==> src/rtl/muldiv_pkg.sv <==
// Shared types, constants and operation-decode helpers for the RV32M multiply/divide unit.
package muldiv_pkg;

    typedef enum logic [2:0] {
        OP_MUL    = 3'b000,
        OP_MULH   = 3'b001,
        OP_MULHSU = 3'b010,
        OP_MULHU  = 3'b011,
        OP_DIV    = 3'b100,
        OP_DIVU   = 3'b101,
        OP_REM    = 3'b110,
        OP_REMU   = 3'b111
    } op_e;

    typedef enum logic [1:0] {
        IDLE = 2'd0,
        CALC = 2'd1,
        DONE = 2'd2
    } state_e;

    localparam logic [31:0] DIV0_QUOT = 32'hFFFF_FFFF;
    localparam logic [31:0] INT_MIN   = 32'h8000_0000;

    function automatic logic is_mul(input logic [2:0] op);
        return ~op[2];
    endfunction

    function automatic logic is_signed_src1(input logic [2:0] op);
        return (op == OP_MULH) || (op == OP_MULHSU) || (op == OP_DIV) || (op == OP_REM);
    endfunction

    function automatic logic is_signed_src2(input logic [2:0] op);
        return (op == OP_MULH) || (op == OP_DIV) || (op == OP_REM);
    endfunction

endpackage

==> src/rtl/muldiv_step.sv <==
// One iteration of the shared datapath: shift-add multiply or restoring divide on a 2*XLEN accumulator.
module muldiv_step
    import muldiv_pkg::*;
#(
    parameter int XLEN = 32
) (
    input  logic              is_mul_op,
    input  logic [2*XLEN-1:0] acc,
    input  logic [XLEN-1:0]   operand,
    output logic [2*XLEN-1:0] acc_next
);

    logic [XLEN:0]   sum;
    logic [XLEN+1:0] diff;
    logic            ge;

    // Multiply: {hi,lo} holds partial product over the unshifted multiplier.
    // Divide: {rem,quot} shifts the dividend into the remainder a bit at a time.
    always_comb begin
        sum  = {1'b0, acc[2*XLEN-1:XLEN]} + (acc[0] ? {1'b0, operand} : '0);
        diff = {1'b0, acc[2*XLEN-1:XLEN-1]} - {2'b00, operand};
        ge   = ~diff[XLEN+1];
        if (is_mul_op) begin
            acc_next = {sum, acc[XLEN-1:1]};
        end else if (ge) begin
            acc_next = {diff[XLEN-1:0], acc[XLEN-2:0], 1'b1};
        end else begin
            acc_next = {acc[2*XLEN-2:XLEN-1], acc[XLEN-2:0], 1'b0};
        end
    end

endmodule

==> src/rtl/muldiv_unit.sv <==
// Iterative RV32M execution unit: one result bit per cycle, valid/ready on both sides.
module muldiv_unit
    import muldiv_pkg::*;
#(
    parameter int XLEN  = 32,
    parameter int CNT_W = 6
) (
    input  logic            clk,
    input  logic            reset_n,
    input  logic            in_valid,
    output logic            in_ready,
    input  logic [2:0]      in_op,
    input  logic [XLEN-1:0] in_src1,
    input  logic [XLEN-1:0] in_src2,
    input  logic            flush,
    output logic            out_valid,
    input  logic            out_ready,
    output logic [XLEN-1:0] out_result
);

    state_e              state_r;
    logic [2:0]          op_r;
    logic                neg_r;
    logic [XLEN-1:0]     operand_r;
    logic [2*XLEN-1:0]   acc_r;
    logic [CNT_W-1:0]    cnt_r;
    logic                out_valid_r;
    logic [XLEN-1:0]     out_result_r;

    logic                sgn1, sgn2, neg_s, special_s;
    logic [XLEN-1:0]     mag1, mag2, special_res;
    logic [2*XLEN-1:0]   step_next, prod;
    logic [XLEN-1:0]     div_val, final_res;

    assign in_ready   = (state_r == IDLE);
    assign out_valid  = out_valid_r;
    assign out_result = out_result_r;

    muldiv_step #(.XLEN(XLEN)) u_step (
        .is_mul_op (is_mul(op_r)),
        .acc       (acc_r),
        .operand   (operand_r),
        .acc_next  (step_next)
    );

    // Accept-time decode: operand magnitudes, result sign, and the no-iteration divide cases.
    always_comb begin
        sgn1        = is_signed_src1(in_op) & in_src1[XLEN-1];
        sgn2        = is_signed_src2(in_op) & in_src2[XLEN-1];
        mag1        = sgn1 ? -in_src1 : in_src1;
        mag2        = sgn2 ? -in_src2 : in_src2;
        neg_s       = (in_op == OP_REM) ? sgn1 : (sgn1 ^ sgn2);
        special_s   = 1'b0;
        special_res = '0;
        if (!is_mul(in_op) && (in_src2 == '0)) begin
            special_s   = 1'b1;
            special_res = in_op[1] ? in_src1 : DIV0_QUOT;
        end else if (!is_mul(in_op) && is_signed_src1(in_op) &&
                     (in_src1 == INT_MIN) && (in_src2 == '1)) begin
            special_s   = 1'b1;
            special_res = in_op[1] ? '0 : INT_MIN;
        end else begin
            special_s   = 1'b0;
            special_res = '0;
        end
    end

    // Final-iteration result select with sign fix-up applied to the last step's output.
    always_comb begin
        prod    = neg_r ? -step_next : step_next;
        div_val = op_r[1] ? step_next[2*XLEN-1:XLEN] : step_next[XLEN-1:0];
        if (is_mul(op_r)) begin
            final_res = (op_r == OP_MUL) ? prod[XLEN-1:0] : prod[2*XLEN-1:XLEN];
        end else begin
            final_res = neg_r ? -div_val : div_val;
        end
    end

    // Control FSM and datapath registers; flush abandons work but keeps the last result value.
    always_ff @(posedge clk) begin
        if (!reset_n) begin
            state_r      <= IDLE;
            op_r         <= 3'b000;
            neg_r        <= 1'b0;
            operand_r    <= '0;
            acc_r        <= '0;
            cnt_r        <= '0;
            out_valid_r  <= 1'b0;
            out_result_r <= '0;
        end else if (flush) begin
            state_r     <= IDLE;
            out_valid_r <= 1'b0;
        end else begin
            case (state_r)
                IDLE: begin
                    if (in_valid) begin
                        op_r      <= in_op;
                        neg_r     <= neg_s;
                        operand_r <= mag2;
                        acc_r     <= {{XLEN{1'b0}}, mag1};
                        cnt_r     <= '0;
                        if (special_s) begin
                            out_result_r <= special_res;
                            out_valid_r  <= 1'b1;
                            state_r      <= DONE;
                        end else begin
                            state_r <= CALC;
                        end
                    end
                end
                CALC: begin
                    acc_r <= step_next;
                    cnt_r <= cnt_r + CNT_W'(1);
                    if (cnt_r == CNT_W'(XLEN - 1)) begin
                        out_result_r <= final_res;
                        out_valid_r  <= 1'b1;
                        state_r      <= DONE;
                    end
                end
                DONE: begin
                    if (out_ready) begin
                        out_valid_r <= 1'b0;
                        state_r     <= IDLE;
                    end
                end
                default: begin
                    state_r     <= IDLE;
                    out_valid_r <= 1'b0;
                end
            endcase
        end
    end

endmodule

==> config.mk <==
export PLATFORM = sky130hd
export DESIGN_NAME = muldiv_unit
export DESIGN_NICKNAME = d
export VERILOG_FILES = /design/src/rtl/muldiv_pkg.sv /design/src/rtl/muldiv_step.sv /design/src/rtl/muldiv_unit.sv
export SDC_FILE = /design/constraint.sdc
export NUM_CORES = 1
export LEC_CHECK = 0
export CORE_MARGIN = 10
export CORE_UTILIZATION = 35
export CTS_CLUSTER_SIZE = 25
export DETAILED_ROUTE_END_ITERATION = 8
export GPL_TIMING_DRIVEN = 0
export RECOVER_POWER = 100
export SLEW_MARGIN = 10
export SYNTH_ARGS = -nofsm -noshare
export SYNTH_HDL_FRONTEND = slang
export SYNTH_SLANG_ARGS = --single-unit
==> constraint.sdc <==
create_clock -name clk -period 5.15 [get_ports clk]
set_input_delay 1.03 -clock clk [delete_from_list [all_inputs] [get_ports clk]]
set_output_delay 1.03 -clock clk [all_outputs]
set_load 0.02 [all_outputs]
==> results.json <==
{
  "syn_area_per_cell_um2": 6.92,
  "powerDensity_mw_per_mm2": 214,
  "worst-setup-path-type": "flop to flop",
  "syn_area_mm2": 0.0162,
  "synth.largest_area_cell": "dfxtp_1",
  "synth.top_cells.by_area": "dfxtp_1, nor2_1, a21oi_1",
  "drc": 0,
  "initial_core_util_pct": 35.6,
  "fmaxAchievable_mhz": 196,
  "via_per_inst": 6.42,
  "grtUsageTotal_pct": 28.8,
  "syn_nets": 2490,
  "fin_ws_ns": 0.0604,
  "r2r-start": "operand_r[18]$_SDFFE_PN0P_",
  "crit_end": "out_result[28]$_SDFFE_PN0P_",
  "peakVddDrop_mv": 0.208,
  "grt_pass1_wl_um": 122000,
  "drive_gt1_share_pct": 14.9,
  "yosys_register_bits": 141,
  "synth_cell_types": 108,
  "row_count": 78,
  "route.vias.total": 20000,
  "clockRootBuffer": "clkbuf_16",
  "cts_buffers": 17,
  "dp_cells": 3048,
  "synth_edf_count": 0,
  "core_mm2": 0.0457,
  "min_path_type": "flop to flop",
  "antenna_left": 0,
  "clock-sinks": 141,
  "status": "complete, no violations",
  "ios": 106,
  "die_w_um": 235,
  "firstDrtPassIters": 6,
  "finalNetCount": 2654,
  "avgRoutedWirePerCell_um": 27.2,
  "die_y_um": 235,
  "r2r_cells": 22,
  "die_area_mm2": 0.0554,
  "synth-async-reset-ratio_pct": 0,
  "slew_headroom_pct": 7.02,
  "p_leak_nw": 7.30,
  "r2r_end": "out_result[28]$_SDFFE_PN0P_",
  "final_hold_viol_count": 0,
  "clock_skew_ns": 0.0260,
  "gp_congestion": 1.02,
  "syn_inst": 2346,
  "start_kind": "flop",
  "cts_tree": "built",
  "cap_violations": 0,
  "ff2ff_setup_slack_ns": 0.06,
  "wl_um": 85100,
  "htreeDepth": 4,
  "crit_fanout": 7,
  "worstMarginPinSlew_ns": 1.39,
  "drt_iter0_drc": 2418,
  "grt_start_max_net_pins": 17,
  "seq_area_frac_synth_pct": 17.4,
  "place_ws_ns": -3.08,
  "setup-violations-final": 0,
  "min_period_ns": 5.09,
  "clk_latency_ns": 0.50,
  "crit_start": "operand_r[18]$_SDFFE_PN0P_",
  "synth_top_area_share_pct": 17.4,
  "cp-end-kind": "flop",
  "cts.path.max_buffers": 2,
  "hpwl_um": 68700,
  "path_clk_slew_ns": 0.07,
  "ys_warn_count": 0,
  "finalNonFillerCells": 3125,
  "fillers": 4860,
  "antenna_found_initial": 1,
  "io_buffers": 102,
  "first_global_vias": 18300,
  "finalCritPeriodShare_pct": 98.8,
  "area_growth_pct": 23.6,
  "gr-total-overflow": 0,
  "report.final.slew_viol_count": 0,
  "cp.arrival_ns": 5.50,
  "crit_required_ns": 5.56,
  "ys.flop_type": "dfxtp_1"
}
repair_timing:
item / in CTS / in global routing
hold buffers: 0 / 0
endpoints found under the setup margin: 35 / 32
cloned: 0 / 0
buffers inserted: 13 / 44
gates resized for setup: 112 / 183
pin swaps: 13 / 43
cell usage after synthesis, drive strengths merged (13+ instances only):
| cell type | count |
|---|---|
| nand4 | 37 |
| a21oi | 212 |
| nand2 | 206 |
| a211oi | 67 |
| a31oi | 48 |
| o21a | 16 |
| nor2b | 18 |
| mux2 | 21 |
| o21ai | 174 |
| xnor2 | 94 |
| a21o | 27 |
| nor4 | 22 |
| nor2 | 334 |
| o211ai | 46 |
| ha | 70 |
| nand2b | 22 |
| clkbuf | 115 |
| a22oi | 28 |
| a311oi | 15 |
| and2 | 13 |
| o31ai | 49 |
| nor3 | 61 |
| nand3 | 53 |
| xor2 | 66 |
| a221oi | 16 |
| or3 | 32 |
| inv | 60 |
| mux2i | 29 |
| buf | 49 |
| or2 | 15 |
| dfxtp | 141 |
cell type report:
| class | instances | area [um2] | area share, % |
|---|---|---|---|
| Clock inverter | 14 | 158 | 0.785 |
| Timing Repair Buffer | 159 | 1450 | 7.22 |
| Multi-Input combinational cell | 1978 | 13400 | 66.6 |
| Tap cell | 600 | 751 | 3.74 |
| Buffer | 150 | 810 | 4.03 |
| Antenna cell | 2 | 5.00 | 0.0249 |
| Inverter | 63 | 245 | 1.22 |
| Sequential cell | 141 | 2870 | 14.3 |
| Clock buffer | 18 | 429 | 2.14 |
worst min-delay path by stage:
stage,startpoint,end,slack [ns],depth (start not counted)
after floorplan,operand_r[31]$_SDFFE_PN0P_,operand_r[31]$_SDFFE_PN0P_,0.43,2
after global placement,operand_r[31]$_SDFFE_PN0P_,operand_r[31]$_SDFFE_PN0P_,0.45,2
after detailed placement,operand_r[31]$_SDFFE_PN0P_,operand_r[31]$_SDFFE_PN0P_,0.46,2
after CTS,operand_r[31]$_SDFFE_PN0P_,operand_r[31]$_SDFFE_PN0P_,0.46,2
after global routing,operand_r[31]$_SDFFE_PN0P_,operand_r[31]$_SDFFE_PN0P_,0.49,2
final,operand_r[31]$_SDFFE_PN0P_,operand_r[31]$_SDFFE_PN0P_,0.46,2
cell usage in the layout (no fill, tap or decap), types with 13 or more instances in the layout:
master / instances
dfxtp_1: 110
inv_2: 17
nand4_1: 36
o31ai_1: 44
xor2_1: 65
a31oi_1: 44
a21oi_1: 195
a21o_1: 26
clkbuf_1: 89
nor2b_1: 17
and2_1: 13
nor4_1: 16
nand3_1: 45
o21ai_0: 159
inv_1: 40
nor3_1: 54
nand2b_1: 22
buf_4: 63
nor2_1: 325
a211oi_1: 59
or2_2: 14
clkdlybuf4s50_1: 67
xnor2_1: 91
dlygate4sd3_1: 35
clkbuf_16: 17
mux2i_1: 29
mux2_2: 21
o21a_1: 14
or3_1: 31
nand2_1: 197
dfxtp_2: 29
o211ai_1: 46
ha_1: 54
buf_1: 13
a22oi_1: 25
critical path: stages (launching register included):
cell      delay [ns]
dfxtp_1         0.37
inv_1           0.13
ha_4            0.29
a21oi_4         0.17
o21ai_2         0.10
a211oi_2        0.33
o21ai_4         0.17
nor2_4          0.16
buf_8           0.15
buf_12          0.13
a21oi_4         0.08
inv_2           0.08
ha_4            0.16
nand3_4         0.07
or3_4           0.44
nor4_4          0.33
nand3_4         0.15
nor4_4          0.41
nand4_1         0.21
o31ai_2         0.32
xor2_1          0.26
a31oi_1         0.18
a211oi_2        0.27
flip-flops by register name, summed over array words and instances, names as in the netlist:
register    flops
acc_r          64
cnt_r           6
neg_r           1
op_r            3
operand_r      32
out_result     32
out_valid       1
state_r         2
power breakdown:
| group | switching (mW) | internal [mW] |
|---|---|---|
| Clock | 0.581 | 0.719 |
| Combinational | 1.17 | 0.634 |
| Sequential | 0.0569 | 1.14 |
| Total | 1.81 | 2.49 |
metal layers:
metal | wire [um] | up-vias | track usage, %
met4 | 3760 | 0 | 12.9
met5 | 0 | - | 0
met3 | 8520 | 184 | 6.84
li1 | - | 9032 | -
met1 | 36500 | 9712 | 38.5
met2 | 36300 | 1120 | 43.0
stage by stage:
| step | total power [mW] | hold slack, ns | setup TNS (ns) | area, um2 | utilization (%) |
|---|---|---|---|---|---|
| 3_3_place_gp | 2.76 | 0.445 | -55.18 | 18000 | 39.4 |
| 5_1_grt | 4.46 | 0.491 | -0.160 | 20100 | 43.9 |
| 2_1_floorplan | 2.19 | 0.432 | 0 | 16200 | - |
| 3_5_place_dp | 2.76 | 0.456 | -54.71 | 18000 | 39.4 |
| 6_report | 4.30 | 0.461 | 0 | 20100 | 43.9 |
| 4_1_cts | 4.14 | 0.463 | -0.0286 | 19200 | 42.0 |
cell families after synthesis:
| group | Yosys count | synth area share, % |
|---|---|---|
| AO/OA/AOI/OAI | 820 | 33.9 |
| multiplexers | 50 | 3.24 |
| AND/OR/NAND/NOR | 876 | 25.5 |
| flip-flops | 141 | 17.4 |
| adder cells (fa/ha/maj) | 72 | 5.64 |
| buffers and inverters | 227 | 5.73 |
| XOR/XNOR | 160 | 8.63 |
(Power assumes the default switching activity.)
